## config.mk

```make
export PLATFORM = sky130hd
export DESIGN_NAME = hazard_stall_unit_flat
export DESIGN_NICKNAME = d
export VERILOG_FILES = /design/src/rtl/hazard_stall_unit_pkg.sv /design/src/rtl/hazard_stall_unit_if.sv /design/src/rtl/hazard_stall_unit_sat_counter.sv /design/src/rtl/hazard_stall_unit.sv /design/src/flat_wrapper.sv
export SDC_FILE = /design/constraint.sdc
export NUM_CORES = 1
export LEC_CHECK = 0
export CAP_MARGIN = 20
export CORE_MARGIN = 1.5
export CORE_UTILIZATION = 52
export CTS_CLUSTER_DIAMETER = 80
export DETAILED_ROUTE_END_ITERATION = 10
export GPL_TIMING_DRIVEN = 0
export PLACE_DENSITY = 0.9
export RECOVER_POWER = 50
export SLEW_MARGIN = 20
export SYNTH_ARGS = -nofsm -noshare
export SYNTH_HDL_FRONTEND = slang
export SYNTH_SLANG_ARGS = --single-unit
```

## constraint.sdc

```tcl
create_clock -name clk -period 5.22 [get_ports clk]
set_input_delay 0.783 -clock clk [delete_from_list [all_inputs] [get_ports clk]]
set_output_delay 0.783 -clock clk [all_outputs]
set_load 0.03 [all_outputs]
```

## src/rtl/hazard_stall_unit_pkg.sv

```systemverilog
// Shared pipeline definitions: register-index width, memory-wait FSM encoding,
// EX forwarding-mux select codes and the source/destination match helper.
package hazard_stall_unit_pkg;

    localparam int REG_IDX_W = 4;

    // Forwarding-select codes used by the EX operand mux.
    localparam logic [1:0] SEL_NONE = 2'b00;
    localparam logic [1:0] SEL_MEM  = 2'b01;
    localparam logic [1:0] SEL_WB   = 2'b10;

    typedef enum logic [1:0] {
        IDLE = 2'd0,
        WAIT = 2'd1,
        ERR  = 2'd2
    } mem_state_t;

    // True when a writing stage targets one of the registers the ID instruction reads.
    function automatic logic src_match(
        input logic                 wb_en,
        input logic [REG_IDX_W-1:0] dest,
        input logic [REG_IDX_W-1:0] rn,
        input logic [REG_IDX_W-1:0] rm,
        input logic                 two_src
    );
        return wb_en && ((rn == dest) || (two_src && (rm == dest)));
    endfunction

endpackage

```

## src/rtl/hazard_stall_unit_if.sv

```systemverilog
// Bundle of pipeline-state inputs and stall/freeze/flush controls for the hazard unit.
//
// Memory handshake: mem_req is held high by the MEM stage for the whole access;
// the access completes in the cycle where mem_req and mem_ready are both high.
// mem_ready in the request cycle means a zero-wait access. Dropping mem_req
// before mem_ready is a protocol violation and is treated as completion.
interface hazard_stall_unit_if #(
    parameter int CNT_W = 16
);
    import hazard_stall_unit_pkg::*;

    logic [REG_IDX_W-1:0] Rn_src;
    logic [REG_IDX_W-1:0] Rm_src;
    logic                 Two_src;
    logic                 ID_valid;
    logic [REG_IDX_W-1:0] EX_Dest;
    logic                 EX_WB_EN;
    logic                 EX_MEM_R_EN;
    logic [REG_IDX_W-1:0] MEM_Dest;
    logic                 MEM_WB_EN;
    logic                 operation_mode;
    logic                 branch_taken;
    logic                 mem_req;
    logic                 mem_ready;

    logic                 hazard;
    logic                 freeze;
    logic                 flush;
    logic                 mem_timeout;
    logic [CNT_W-1:0]     load_stall_cnt;
    logic [CNT_W-1:0]     mem_stall_cnt;
    mem_state_t           state_dbg;

    // Pipeline side: drives stage information, consumes the controls.
    modport master (
        output Rn_src, Rm_src, Two_src, ID_valid, EX_Dest, EX_WB_EN, EX_MEM_R_EN,
               MEM_Dest, MEM_WB_EN, operation_mode, branch_taken, mem_req, mem_ready,
        input  hazard, freeze, flush, mem_timeout, load_stall_cnt, mem_stall_cnt, state_dbg
    );

    // Hazard unit side.
    modport slave (
        input  Rn_src, Rm_src, Two_src, ID_valid, EX_Dest, EX_WB_EN, EX_MEM_R_EN,
               MEM_Dest, MEM_WB_EN, operation_mode, branch_taken, mem_req, mem_ready,
        output hazard, freeze, flush, mem_timeout, load_stall_cnt, mem_stall_cnt, state_dbg
    );

endinterface

```

## src/rtl/hazard_stall_unit_sat_counter.sv

```systemverilog
// Saturating up-counter: holds at all-ones instead of wrapping.
module sat_counter #(
    parameter int W = 16
) (
    input  logic         clk,
    input  logic         rst,
    input  logic         inc,
    output logic [W-1:0] count
);

    // Count enabled cycles, stopping at the maximum value.
    always_ff @(posedge clk) begin
        if (rst) begin
            count <= '0;
        end else if (inc && (count != {W{1'b1}})) begin
            count <= count + 1'b1;
        end
    end

endmodule

```

## src/rtl/hazard_stall_unit.sv

```systemverilog
// Pipeline hazard unit: load-use / no-forwarding RAW stalls, data-memory wait
// freeze with sticky timeout, taken-branch flush, and stall statistics.
module hazard_stall_unit #(
    parameter int CNT_W    = 16,
    parameter int MAX_WAIT = 64
) (
    input logic               clk,
    input logic               rst,
    hazard_stall_unit_if.slave bus
);
    import hazard_stall_unit_pkg::*;

    localparam int WAIT_W = (MAX_WAIT < 2) ? 1 : $clog2(MAX_WAIT + 1);

    logic              match_ex;
    logic              match_mem;
    logic              raw_hazard;
    logic              freeze_c;
    mem_state_t        state;
    mem_state_t        state_nxt;
    logic [WAIT_W-1:0] wait_cnt;
    logic [WAIT_W-1:0] wait_cnt_nxt;
    logic              timeout_q;
    logic              timeout_nxt;

    // RAW detection: with forwarding only an EX load must stall, otherwise any
    // pending write in EX or MEM does.
    always_comb begin
        match_ex   = src_match(bus.EX_WB_EN, bus.EX_Dest, bus.Rn_src, bus.Rm_src, bus.Two_src);
        match_mem  = src_match(bus.MEM_WB_EN, bus.MEM_Dest, bus.Rn_src, bus.Rm_src, bus.Two_src);
        raw_hazard = bus.ID_valid &&
                     (bus.operation_mode ? (match_ex && bus.EX_MEM_R_EN)
                                         : (match_ex || match_mem));
    end

    // Memory-wait FSM next state, wait counter and freeze decode.
    always_comb begin
        state_nxt    = state;
        wait_cnt_nxt = wait_cnt;
        timeout_nxt  = timeout_q;
        freeze_c     = 1'b0;
        case (state)
            IDLE: begin
                if (bus.mem_req && !bus.mem_ready) begin
                    freeze_c     = 1'b1;
                    state_nxt    = WAIT;
                    wait_cnt_nxt = WAIT_W'(1);
                end
            end
            WAIT: begin
                freeze_c = !bus.mem_ready;
                if (bus.mem_ready || !bus.mem_req) begin
                    state_nxt    = IDLE;
                    wait_cnt_nxt = '0;
                end else if (wait_cnt == WAIT_W'(MAX_WAIT)) begin
                    state_nxt   = ERR;
                    timeout_nxt = 1'b1;
                end else begin
                    wait_cnt_nxt = wait_cnt + 1'b1;
                end
            end
            ERR: begin
                freeze_c = 1'b1;
            end
            default: begin
                state_nxt    = IDLE;
                wait_cnt_nxt = '0;
            end
        endcase
    end

    // FSM state, wait counter and sticky timeout registers.
    always_ff @(posedge clk) begin
        if (rst) begin
            state     <= IDLE;
            wait_cnt  <= '0;
            timeout_q <= 1'b0;
        end else begin
            state     <= state_nxt;
            wait_cnt  <= wait_cnt_nxt;
            timeout_q <= timeout_nxt;
        end
    end

    // Control outputs: freeze overrides both flush and the hazard stall.
    always_comb begin
        bus.freeze      = freeze_c;
        bus.hazard      = raw_hazard && !freeze_c;
        bus.flush       = bus.branch_taken && !freeze_c;
        bus.mem_timeout = timeout_q;
        bus.state_dbg   = state;
    end

    sat_counter #(.W(CNT_W)) u_load_cnt (
        .clk   (clk),
        .rst   (rst),
        .inc   (bus.hazard),
        .count (bus.load_stall_cnt)
    );

    sat_counter #(.W(CNT_W)) u_mem_cnt (
        .clk   (clk),
        .rst   (rst),
        .inc   (bus.freeze),
        .count (bus.mem_stall_cnt)
    );

endmodule

```

## src/flat_wrapper.sv

```systemverilog
// flat-port wrapper written by rule: the top's interface ports become plain ports
module hazard_stall_unit_flat import hazard_stall_unit_pkg::*;
#(
    parameter int CNT_W    = 16,
    parameter int MAX_WAIT = 64
)
  (clk, rst, bus_Rn_src, bus_Rm_src, bus_Two_src, bus_ID_valid, bus_EX_Dest, bus_EX_WB_EN, bus_EX_MEM_R_EN, bus_MEM_Dest, bus_MEM_WB_EN, bus_operation_mode, bus_branch_taken, bus_mem_req, bus_mem_ready, bus_hazard, bus_freeze, bus_flush, bus_mem_timeout, bus_load_stall_cnt, bus_mem_stall_cnt, bus_state_dbg);
  hazard_stall_unit_if #(.CNT_W(CNT_W)) bus_i ();
  input logic clk;
  input logic rst;
  input wire logic [$bits(bus_i.Rn_src)-1:0] bus_Rn_src;
  input wire logic [$bits(bus_i.Rm_src)-1:0] bus_Rm_src;
  input wire logic [$bits(bus_i.Two_src)-1:0] bus_Two_src;
  input wire logic [$bits(bus_i.ID_valid)-1:0] bus_ID_valid;
  input wire logic [$bits(bus_i.EX_Dest)-1:0] bus_EX_Dest;
  input wire logic [$bits(bus_i.EX_WB_EN)-1:0] bus_EX_WB_EN;
  input wire logic [$bits(bus_i.EX_MEM_R_EN)-1:0] bus_EX_MEM_R_EN;
  input wire logic [$bits(bus_i.MEM_Dest)-1:0] bus_MEM_Dest;
  input wire logic [$bits(bus_i.MEM_WB_EN)-1:0] bus_MEM_WB_EN;
  input wire logic [$bits(bus_i.operation_mode)-1:0] bus_operation_mode;
  input wire logic [$bits(bus_i.branch_taken)-1:0] bus_branch_taken;
  input wire logic [$bits(bus_i.mem_req)-1:0] bus_mem_req;
  input wire logic [$bits(bus_i.mem_ready)-1:0] bus_mem_ready;
  output wire logic [$bits(bus_i.hazard)-1:0] bus_hazard;
  output wire logic [$bits(bus_i.freeze)-1:0] bus_freeze;
  output wire logic [$bits(bus_i.flush)-1:0] bus_flush;
  output wire logic [$bits(bus_i.mem_timeout)-1:0] bus_mem_timeout;
  output wire logic [$bits(bus_i.load_stall_cnt)-1:0] bus_load_stall_cnt;
  output wire logic [$bits(bus_i.mem_stall_cnt)-1:0] bus_mem_stall_cnt;
  output wire logic [$bits(bus_i.state_dbg)-1:0] bus_state_dbg;
  assign bus_i.Rn_src = bus_Rn_src;
  assign bus_i.Rm_src = bus_Rm_src;
  assign bus_i.Two_src = bus_Two_src;
  assign bus_i.ID_valid = bus_ID_valid;
  assign bus_i.EX_Dest = bus_EX_Dest;
  assign bus_i.EX_WB_EN = bus_EX_WB_EN;
  assign bus_i.EX_MEM_R_EN = bus_EX_MEM_R_EN;
  assign bus_i.MEM_Dest = bus_MEM_Dest;
  assign bus_i.MEM_WB_EN = bus_MEM_WB_EN;
  assign bus_i.operation_mode = bus_operation_mode;
  assign bus_i.branch_taken = bus_branch_taken;
  assign bus_i.mem_req = bus_mem_req;
  assign bus_i.mem_ready = bus_mem_ready;
  assign bus_hazard = bus_i.hazard;
  assign bus_freeze = bus_i.freeze;
  assign bus_flush = bus_i.flush;
  assign bus_mem_timeout = bus_i.mem_timeout;
  assign bus_load_stall_cnt = bus_i.load_stall_cnt;
  assign bus_mem_stall_cnt = bus_i.mem_stall_cnt;
  assign bus_state_dbg = bus_i.state_dbg;
  hazard_stall_unit #(.CNT_W(CNT_W), .MAX_WAIT(MAX_WAIT)) u_core (.clk(clk), .rst(rst), .bus(bus_i));
endmodule
```

==> results of run 1 <==
-- power groups by stage --
stage,registers [uW],logic [uW],clock network (uW)
after floorplan,336,37.0,0
after global placement,333,78.8,0
after detailed placement,333,80.9,0
after CTS,326,81.5,225
after global routing,326,87.5,238
final,326,80.9,223
-- cells by family after synthesis --
| kind of cell | count (synthesis) |
|---|---|
| simple gates | 139 |
| compound gates | 43 |
| flops | 42 |
| xor+xnor | 27 |
| buf+inv | 18 |
| mux | 13 |
| fa+ha+maj | 4 |
-- state kept, by name (all words and copies together), names as in the netlist --
| name | flops |
|---|---|
| u_core.bus.mem_timeout | 1 |
| u_core.bus.state_dbg | 2 |
| u_core.wait_cnt | 7 |
| u_core.u_load_cnt.count | 16 |
| u_core.u_mem_cnt.count | 16 |
-- path summary, 6_finish.rpt --
check                                     to  slack (ns)  cells past startpoint
setup / recovery                  bus_hazard        1.26                      8
hold reg to reg   u_core.u_load_cnt.count[1]        0.52                      2
hold / removal    u_core.u_load_cnt.count[1]        0.52                      2
setup reg to reg  u_core.u_load_cnt.count[7]        3.03                      7
-- area by class of cell --
cell class                      count  area [um^2]  area share, %
Tap cell                           52        65.06          2.063
Multi-Input combinational cell    226         1435          45.50
Clock buffer                        6        82.58          2.618
Inverter                            8        30.03         0.9520
Buffer                             10        47.55          1.507
Timing Repair Buffer               64        640.6          20.31
Clock inverter                      2        12.51         0.3967
Sequential cell                    42        840.8          26.66
-- critical path: stages --
cell             delay, ns
clkdlybuf4s50_1       0.45
xor2_1                0.18
nor4_1                0.31
a31oi_1               0.08
o32a_1                0.35
buf_2                 0.20
nor2_1                0.13
clkdlybuf4s50_1       0.69
-- cells in the final DEF (no fill, tap or decap), types with 5 or more instances in the layout --
master / count
nor4_1: 13
xor2_1: 20
clkdlybuf4s50_1: 30
and3_1: 7
nand2_1: 12
dfxtp_1: 42
mux2_1: 9
clkbuf_8: 6
nand2b_1: 5
dlygate4sd3_1: 34
a31oi_1: 5
xnor2_1: 7
nand3_1: 15
or4_1: 5
nor2b_1: 9
a21oi_1: 19
o21ai_0: 11
inv_1: 8
clkbuf_1: 6
nor2_1: 41
nand4_1: 14
-- layer usage --
| layer | track usage [%] | vias up | wire, um |
|---|---|---|---|
| li1 | - | 1179 | - |
| met1 | 33.27 | 1180 | 2635 |
| met2 | 41.61 | 80 | 3032 |
| met3 | 6.349 | 13 | 333 |
| met4 | 7.051 | 0 | 93 |
| met5 | 0 | - | 0 |
-- per-stage QoR --
stage / util, % / total power (uW)
floorplan: - / 373.3
global placement: 70.26 / 412.1
detailed placement: 70.26 / 414.3
CTS: 72.44 / 632.8
global route: 72.44 / 652.0
finish: 72.44 / 629.8
==> results.md, run 1 <==
* Status: complete, no violations
* Detailed-route wire length per cell at 14.87 um
* Synth area leaders: dfxtp_1 36%, xor2_1 7.4%, nor2_1 6.5%
* Setup Skew at 0.002750 ns
* Fin crit period at 3.962 ns
* Yosys reg bits at 42
* Layout cells sized above 1 at 5.028%
* Top post-synthesis cells by count: 42 x dfxtp_1, 41 x nor2_1, 20 x xor2_1
* Post-Place Setup Slack at 1.281 ns
* Global-route wire length before repair at 10.35 mm
* Arrival @ worst endpoint at 3.18 ns
* Post-synthesis compound-gate area fraction at 10.69%
* P_sw at 162.9 uW
* Sw frac at 25.87%
* Routability Congestion at 0.8375
* Number of synthesized flops with an enable pin at 0
* Netlist cell types at 40
* DR DRC count at 0
* Ys flop type: dfxtp_1
* Row count at 24
* Post-synthesis async set-or-reset flop share at 0%
* Area Growth Syn to Fin at 34.02%
* Post-route design area at 3154 um^2
* Initial core utilization at 54.05%
* Ant diodes at 0
* Vias/cell at 5.980
* Antenna violations before repair at 0
* Core area at 4354 um^2
* Vias in the first global route at 2,326
* Post-DP HPWL at 4.475 mm
* Syn Std Cell Area at 2354 um^2
* DR pass1 iterations at 4
* Final net count at 388
* Crit-path max FO at 10
* Main combinational cell family by area after synthesis: simple AND/OR/NAND/NOR gates
* Post-CTS Resized at 0
* Most area-hungry cell type in the Yosys netlist: dfxtp_1
* Share of Yosys cell area claimed by the top area cell type at 35.73%
* CTS buffer count at 5
* Avg Inst Size Synth at 8.229 um^2
* Vias at 2,452
* Max-cap violations at 0
* Gr usage total at 25.43%
* Gate power share at 12.8%
* Final period utilization at 75.90%
* Unrepaired setup endpoints after global routing: false
* Setup crit end kind: primary output
* CTS H-tree depth at 2
* Seq/Total Area, Yosys at 35.73%
* Post-DRT Antenna Nets at 0
* Yosys warning count at 0
* Largest net degree at the start of global routing at 14
* R2r startpoint: u_core.bus.state_dbg[0]
* Crit. Startpoint: bus_Rn_src[2]
* Worst skew pair latency at 0.30 ns
* Clock transition at path regs at 0.08 ns
* Die area at 4939 um^2
* Clk Tree Root Cell: clkbuf_8
* Synth Area in Simple Gates at 32.06%
* Port bufs at 64
* Startpoint Class: primary input
* Die H at 70.28 um
* Adder-Cell Fraction of Synth Area at 2.127%
* Least-Margin Pin Slew at 0.5965 ns
* Post-CTS Repair Setup Buffers at 0
* Int Pwr at 466.9 uW
* Die Width at 70.28 um
* CTS tree: yes
* Most frequent cell after synthesis: dfxtp_1
* HP Class: flip-flop to flip-flop
* Final worst setup slack at 1.258 ns
* XOR/XNOR Fraction of Synth Area at 10.05%
* Placed Cells at 402
* Cts hold-fix bufs at 0
* Setup TNS at 0 ns
* Max Slew Vio Count at 0
* Clk network pwr share at 35.4%
* I/O pin cnt at 65
* Leakage at 0.001218 uW
* Highest Clock Rate at 252.4 MHz
* Clock Tree Buf Depth at 2
* Min-delay src: u_core.u_load_cnt.count[1]
* Non-Filler Instances at 410
* Pwr Density at 199.7 nW/um^2
* Hold Slack at 0.5170 ns
* Fill count at 343
* Worst EP required at 4.44 ns
* Worst vdd ir at 0.1902 mV
* Mapped Nets at 317
* Mux cell area share after synthesis at 6.061%
* 1st-iter DRT viols at 174
* CTS sink cnt at 42
* Part of the power in registers at 51.7%
* Rel. slew slack at 60.02%
* Kind of critical path: primary input to primary output
* Placed Instance Area at 3059 um^2
* Setup violators final at 0
* Instance count of the mapped netlist at 286
* Final hold viol count at 0
* Total gr overflow at 0
* WL final at 6.095 mm
Note: power is estimated with default switching activity, not from simulation.
==> inputs of run 2 (changes only) <==
--- a/config.mk
+++ b/config.mk
@@ -7,11 +7,11 @@
 export LEC_CHECK = 0
 export CAP_MARGIN = 20
 export CORE_MARGIN = 1.5
-export CORE_UTILIZATION = 52
+export CORE_UTILIZATION = 48
 export CTS_CLUSTER_DIAMETER = 80
 export DETAILED_ROUTE_END_ITERATION = 10
 export GPL_TIMING_DRIVEN = 0
-export PLACE_DENSITY = 0.9
+export PLACE_DENSITY = 0.84
 export RECOVER_POWER = 50
 export SLEW_MARGIN = 20
 export SYNTH_ARGS = -nofsm -noshare
==> constraint.sdc (replaced) <==
create_clock -name clk -period 4.15 [get_ports clk]
set_input_delay 0.6225 -clock clk [delete_from_list [all_inputs] [get_ports clk]]
set_output_delay 0.6225 -clock clk [all_outputs]
set_load 0.03 [all_outputs]
==> results.md, run 2 (synthesized netlist as in run 1, its figures left out) <==
* Crit-path max cell delay at 0.69 ns
* Worst vdd ir at 0.1972 mV
* Vias at 2,391
* HP Class: flip-flop to flip-flop
* Final net count at 388
* Gr usage total at 23.28%
* Kind of critical path: primary input to primary output
* Unrepaired setup endpoints after global routing: false
* Least-Margin Pin Slew at 0.5639 ns
* Setup Skew at 0.007449 ns
* Total gr overflow at 0
* Rel. slew slack at 62.20%
* Setup crit end kind: primary output
* Most frequent cells in the layout: 42 x dfxtp_1, 41 x nor2_1, 35 x dlygate4sd3_1
* Max Slew Vio Count at 0
* DR DRC count at 0
* WL final at 5.978 mm
* Vias in the first global route at 2,203
* I/O pin cnt at 65
* Status: complete, no violations
* Initial core utilization at 49.83%
* Leakage at 0.001227 uW
* Arrival @ worst endpoint at 3.00 ns
* Post-DP HPWL at 4.453 mm
* Highest Clock Rate at 276.4 MHz
* Worst EP required at 3.53 ns
* Max-cap violations at 0
* Ant diodes at 0
* CTS tree: yes
* Crit-path max FO at 10
* 1st-iter DRT viols at 121
* Startpoint Class: primary input
* DR pass1 iterations at 4
* Detailed-route wire length per cell at 14.07 um
* Post-CTS Resized at 0
* Clock Tree Buf Depth at 2
* Fin crit period at 3.618 ns
* Area Growth Syn to Fin at 35.30%
* Most common cell after layout, fill and taps aside: dfxtp_1
* CTS sink cnt at 42
* Top flop regs: u_core.u_load_cnt.count x16, u_core.u_mem_cnt.count x16, u_core.wait_cnt x7
* Port bufs at 64
* Global-route wire length before repair at 9.825 mm
* Post-DRT Antenna Nets at 0
* Die Width at 73.02 um
* Final Power at 830.5 uW
* Row count at 25
* Clk Tree Root Cell: clkbuf_8
* Clock transition at path regs at 0.08 ns
* Die H at 73.02 um
* Die area at 5332 um^2
* CTS buffer count at 5
* Core area at 4723 um^2
* Post-CTS Repair Setup Buffers at 0
* Antenna violations before repair at 0
* Vias/cell at 5.626
* Largest net degree at the start of global routing at 13
* Layout cells sized above 1 at 4.469%
* Final period utilization at 87.19%
* Worst path cell trace: clkdlybuf4s50_1 > xor2_1 > nor4_1 > a31oi_1 > o32a_1 > buf_2 > nor2_1 > clkdlybuf4s50_1
* Slowest-stage cell, CP: clkdlybuf4s50_1
* Setup TNS at 0 ns
* Final hold viol count at 0
* Setup violators final at 0
* Cell mode on critical path: clkdlybuf4s50_1
* Cts hold-fix bufs at 0
* Fin util at 67.42%
* Pwr Density at 260.8 nW/um^2
* Routability Congestion at 0.8507
* CTS H-tree depth at 2
* Worst skew pair latency at 0.30 ns
run 2: cell types whose count changed in the layout (fill, tap and decap cells not counted), sizes merged:
cell / change
clkinvlp: -1
dlygate4sd3: +1
clkbuf: +2
buf: -1
clkdlybuf4s50: -1
clkinv: -1
bufinv: +1
run 2: final timing paths:
path	startpoint	to	slack, ns	cells after the start
worst min register to register	u_core.bus.mem_timeout	u_core.bus.mem_timeout	0.51	2
worst max register to register	u_core.bus.state_dbg[0]	u_core.u_load_cnt.count[15]	1.93	7
worst max-delay path	bus_Rn_src[1]	bus_hazard	0.53	8
worst min-delay path	u_core.bus.mem_timeout	u_core.bus.mem_timeout	0.51	2
run 2: final cells by class:
| class | count | area, um^2 |
|---|---|---|
| Clock inverter | 1 | 30.03 |
| Sequential cell | 42 | 840.8 |
| Multi-Input combinational cell | 226 | 1435 |
| Fill cell | 382 | 1539 |
| Buffer | 10 | 47.55 |
| Clock buffer | 7 | 76.32 |
| Tap cell | 67 | 83.83 |
| Timing Repair Buffer | 64 | 640.6 |
| Inverter | 8 | 30.03 |
run 2: routing by layer:
metal	GRT usage, %	vias to the layer above	wire length, um	share of wire (%)
met5	0	-	0	0
met4	7.757	0	94	1.6
met2	38.79	65	2977	50
met3	6.077	12	300	5.0
li1	-	1180	-	-
met1	29.08	1134	2605	44
run 2: report_power, final:
group,leakage (uW),internal (uW),switching [uW]
combinational,0.000836,48.1,53.6
sequential,0.000339,406,3.84
clock,0.0000524,180,139
run 2: critical path: cells and delay by family:
family / cells / cell delay [ns]
buffers and inverters: 3 / 1.34
AOI/OAI and AO/OA: 2 / 0.42
and+or+nand+nor: 2 / 0.42
xor gates and xnor gates: 1 / 0.19
run 2: through the flow:
stage / setup WS [ns] / cells / hold WS, ns / cell area [um^2]
final: 0.5315 / 425 / 0.5117 / 3184
after global placement: 0.6056 / 417 / 0.4725 / 3078
after detailed placement: 0.5497 / 417 / 0.4982 / 3078
after floorplan: 1.545 / 286 / 0.4716 / 2354
after CTS: 0.5416 / 425 / 0.5094 / 3184
after global routing: 0.4615 / 425 / 0.5360 / 3184
==> inputs of run 3 (changes only) <==
==> constraint.sdc (replaced) <==
create_clock -name clk -period 4.15 [get_ports clk]
set_input_delay 1.0375 -clock clk [delete_from_list [all_inputs] [get_ports clk]]
set_output_delay 1.0375 -clock clk [all_outputs]
set_load 0.03 [all_outputs]
==> results.md, run 3 (synthesized netlist as in run 1, its figures left out) <==
* Status: complete, no violations
* 1st-iter DRT viols at 121
* Startpoint Class: primary input
* Post-route design area at 3179 um^2
* Ant diodes at 0
* Most frequent cells in the layout: 42 x dfxtp_1, 41 x nor2_1, 35 x dlygate4sd3_1
* Die Width at 73.02 um
* Final period utilization at 95.94%
* Gr usage total at 23.28%
* Worst vdd ir at 0.1972 mV
* Least-Margin Pin Slew at 0.5638 ns
* Vias/cell at 5.621
* Detailed-route wire length per cell at 14.06 um
* Reg2reg path depth at 7
* Min-delay src: u_core.bus.mem_timeout
* Unrepaired setup endpoints after global routing: false
* Clk Tree Root Cell: clkbuf_8
* Post-DRT Antenna Nets at 0
* Pwr Density at 261.1 nW/um^2
* DR DRC count at 0
* Setup violators final at 0
* Crit-path max FO at 10
* Area of the multi-input gates at 1435 um^2
* CTS buffer count at 5
* R2r startpoint: u_core.bus.state_dbg[0]
* Flop2flop setup slack at 1.93 ns
* Vias in the first global route at 2,203
* WL final at 5.974 mm
* Rel. slew slack at 62.21%
* Final net count at 388
* Worst Hold Depth at 2
* Core area at 4723 um^2
* CTS H-tree depth at 2
* Row count at 25
* Final hold viol count at 0
* Die H at 73.02 um
* Area Growth Syn to Fin at 35.09%
* Hold Path End: u_core.bus.mem_timeout
* Worst EP required at 3.11 ns
* Max Slew Vio Count at 0
* Arrival @ worst endpoint at 2.94 ns
* Antenna violations before repair at 0
* Most common cell after layout, fill and taps aside: dfxtp_1
* Setup crit end kind: primary output
* Reg-to-reg endpoint: u_core.u_load_cnt.count[15]
* DR pass1 iterations at 4
* Max-cap violations at 0
* Die area at 5332 um^2
* Initial core utilization at 49.83%
* Cts hold-fix bufs at 0
* Placed Instance Area at 3078 um^2
* HP Class: flip-flop to flip-flop
* Top flop regs: u_core.u_load_cnt.count x16, u_core.u_mem_cnt.count x16, u_core.wait_cnt x7
* Sequential Area at 840.8 um^2
* Kind of critical path: primary input to primary output
* Fin crit period at 3.982 ns
* Layout cells sized above 1 at 4.749%
* Clock Tree Buf Depth at 2
* Worst skew pair latency at 0.30 ns
* Port bufs at 64
* Fill count at 383
* Leakage at 0.001228 uW
* Clock transition at path regs at 0.08 ns
* CTS sink cnt at 42
* I/O pin cnt at 65
* Largest net degree at the start of global routing at 13
* Total gr overflow at 0
* CTS tree: yes
* Global-route wire length before repair at 9.825 mm
* Setup TNS at 0 ns
* Post-CTS Repair Setup Buffers at 0
* Vias at 2,389
* Post-DP HPWL at 4.453 mm
* Setup Skew at 0.007449 ns
* Routability Congestion at 0.8507
* Highest Clock Rate at 251.2 MHz
-- run 3: cell types whose count changed in the layout (fill, tap and decap cells not counted) --
cell             change
clkbuf_2             +1
clkdlybuf4s50_1      -1
-- run 3: what timing repair did --
action	4_1_cts	5_1_grt
gates resized for setup	2	1
hold endpoints to repair	0	0
endpoints found under the setup margin	1	1
-- run 3: final cells by class --
cell class	count	area share, %
sequential	42	26.45
timing repair buffer	64	19.99
clock buffer	7	2.401
clock inverter	1	0.9445
buffer	10	1.495
multi-input combinational	226	45.14
inverter	8	0.9445
tap	67	2.637
-- run 3: where the power goes --
| part | switching, uW | internal, uW | leakage [uW] | total (uW) |
|---|---|---|---|---|
| Sequential | 3.84 | 406 | 0.000339 | 410 |
| Clock | 139 | 180 | 0.0000524 | 319 |
| Combinational | 53.5 | 47.9 | 0.000837 | 101 |
| Total | 196 | 634 | 0.00123 | 830 |
-- run 3: worst max-delay path by stage --
stage                        from          to  slack, ns  depth (start not counted)
detailed placement  bus_Rn_src[1]  bus_hazard      -0.28                          8
CTS                 bus_Rn_src[1]  bus_hazard       0.01                          8
global placement    bus_Rn_src[2]  bus_hazard      -0.22                          8
global route        bus_Rn_src[2]  bus_hazard       0.10                          8
floorplan           bus_Rn_src[2]  bus_hazard       0.71                          6
finish              bus_Rn_src[1]  bus_hazard       0.17                          8
-- run 3: worst max-delay path: stages --
cell             delay (ns)
clkdlybuf4s50_1        0.46
xor2_1                 0.19
nor4_1                 0.31
a31oi_1                0.09
o32a_1                 0.33
buf_2                  0.19
nor2_1                 0.12
clkbuf_2               0.22
-- run 3: per-stage QoR --
step	power, uW	setup slack [ns]	utilization [%]	cells	hold slack (ns)
final	830.2	0.1684	67.31	425	0.5117
after global routing	861.2	0.1021	67.31	425	0.5360
after CTS	839.3	0.01372	67.42	425	0.5094
after detailed placement	521.2	-0.2803	65.17	417	0.4982
after global placement	518.9	-0.2244	65.17	417	0.4725
after floorplan	469.5	0.7150	-	286	0.4716
-- run 3: per-layer routing --
layer	vias to the layer above	track usage (%)	part of all wire (%)	wire length, um
li1	1180	-	-	-
met1	1132	29.08	43	2596
met2	65	38.79	50	2977
met3	12	6.077	5.1	305
met4	0	7.757	1.6	94
met5	-	0	0	0
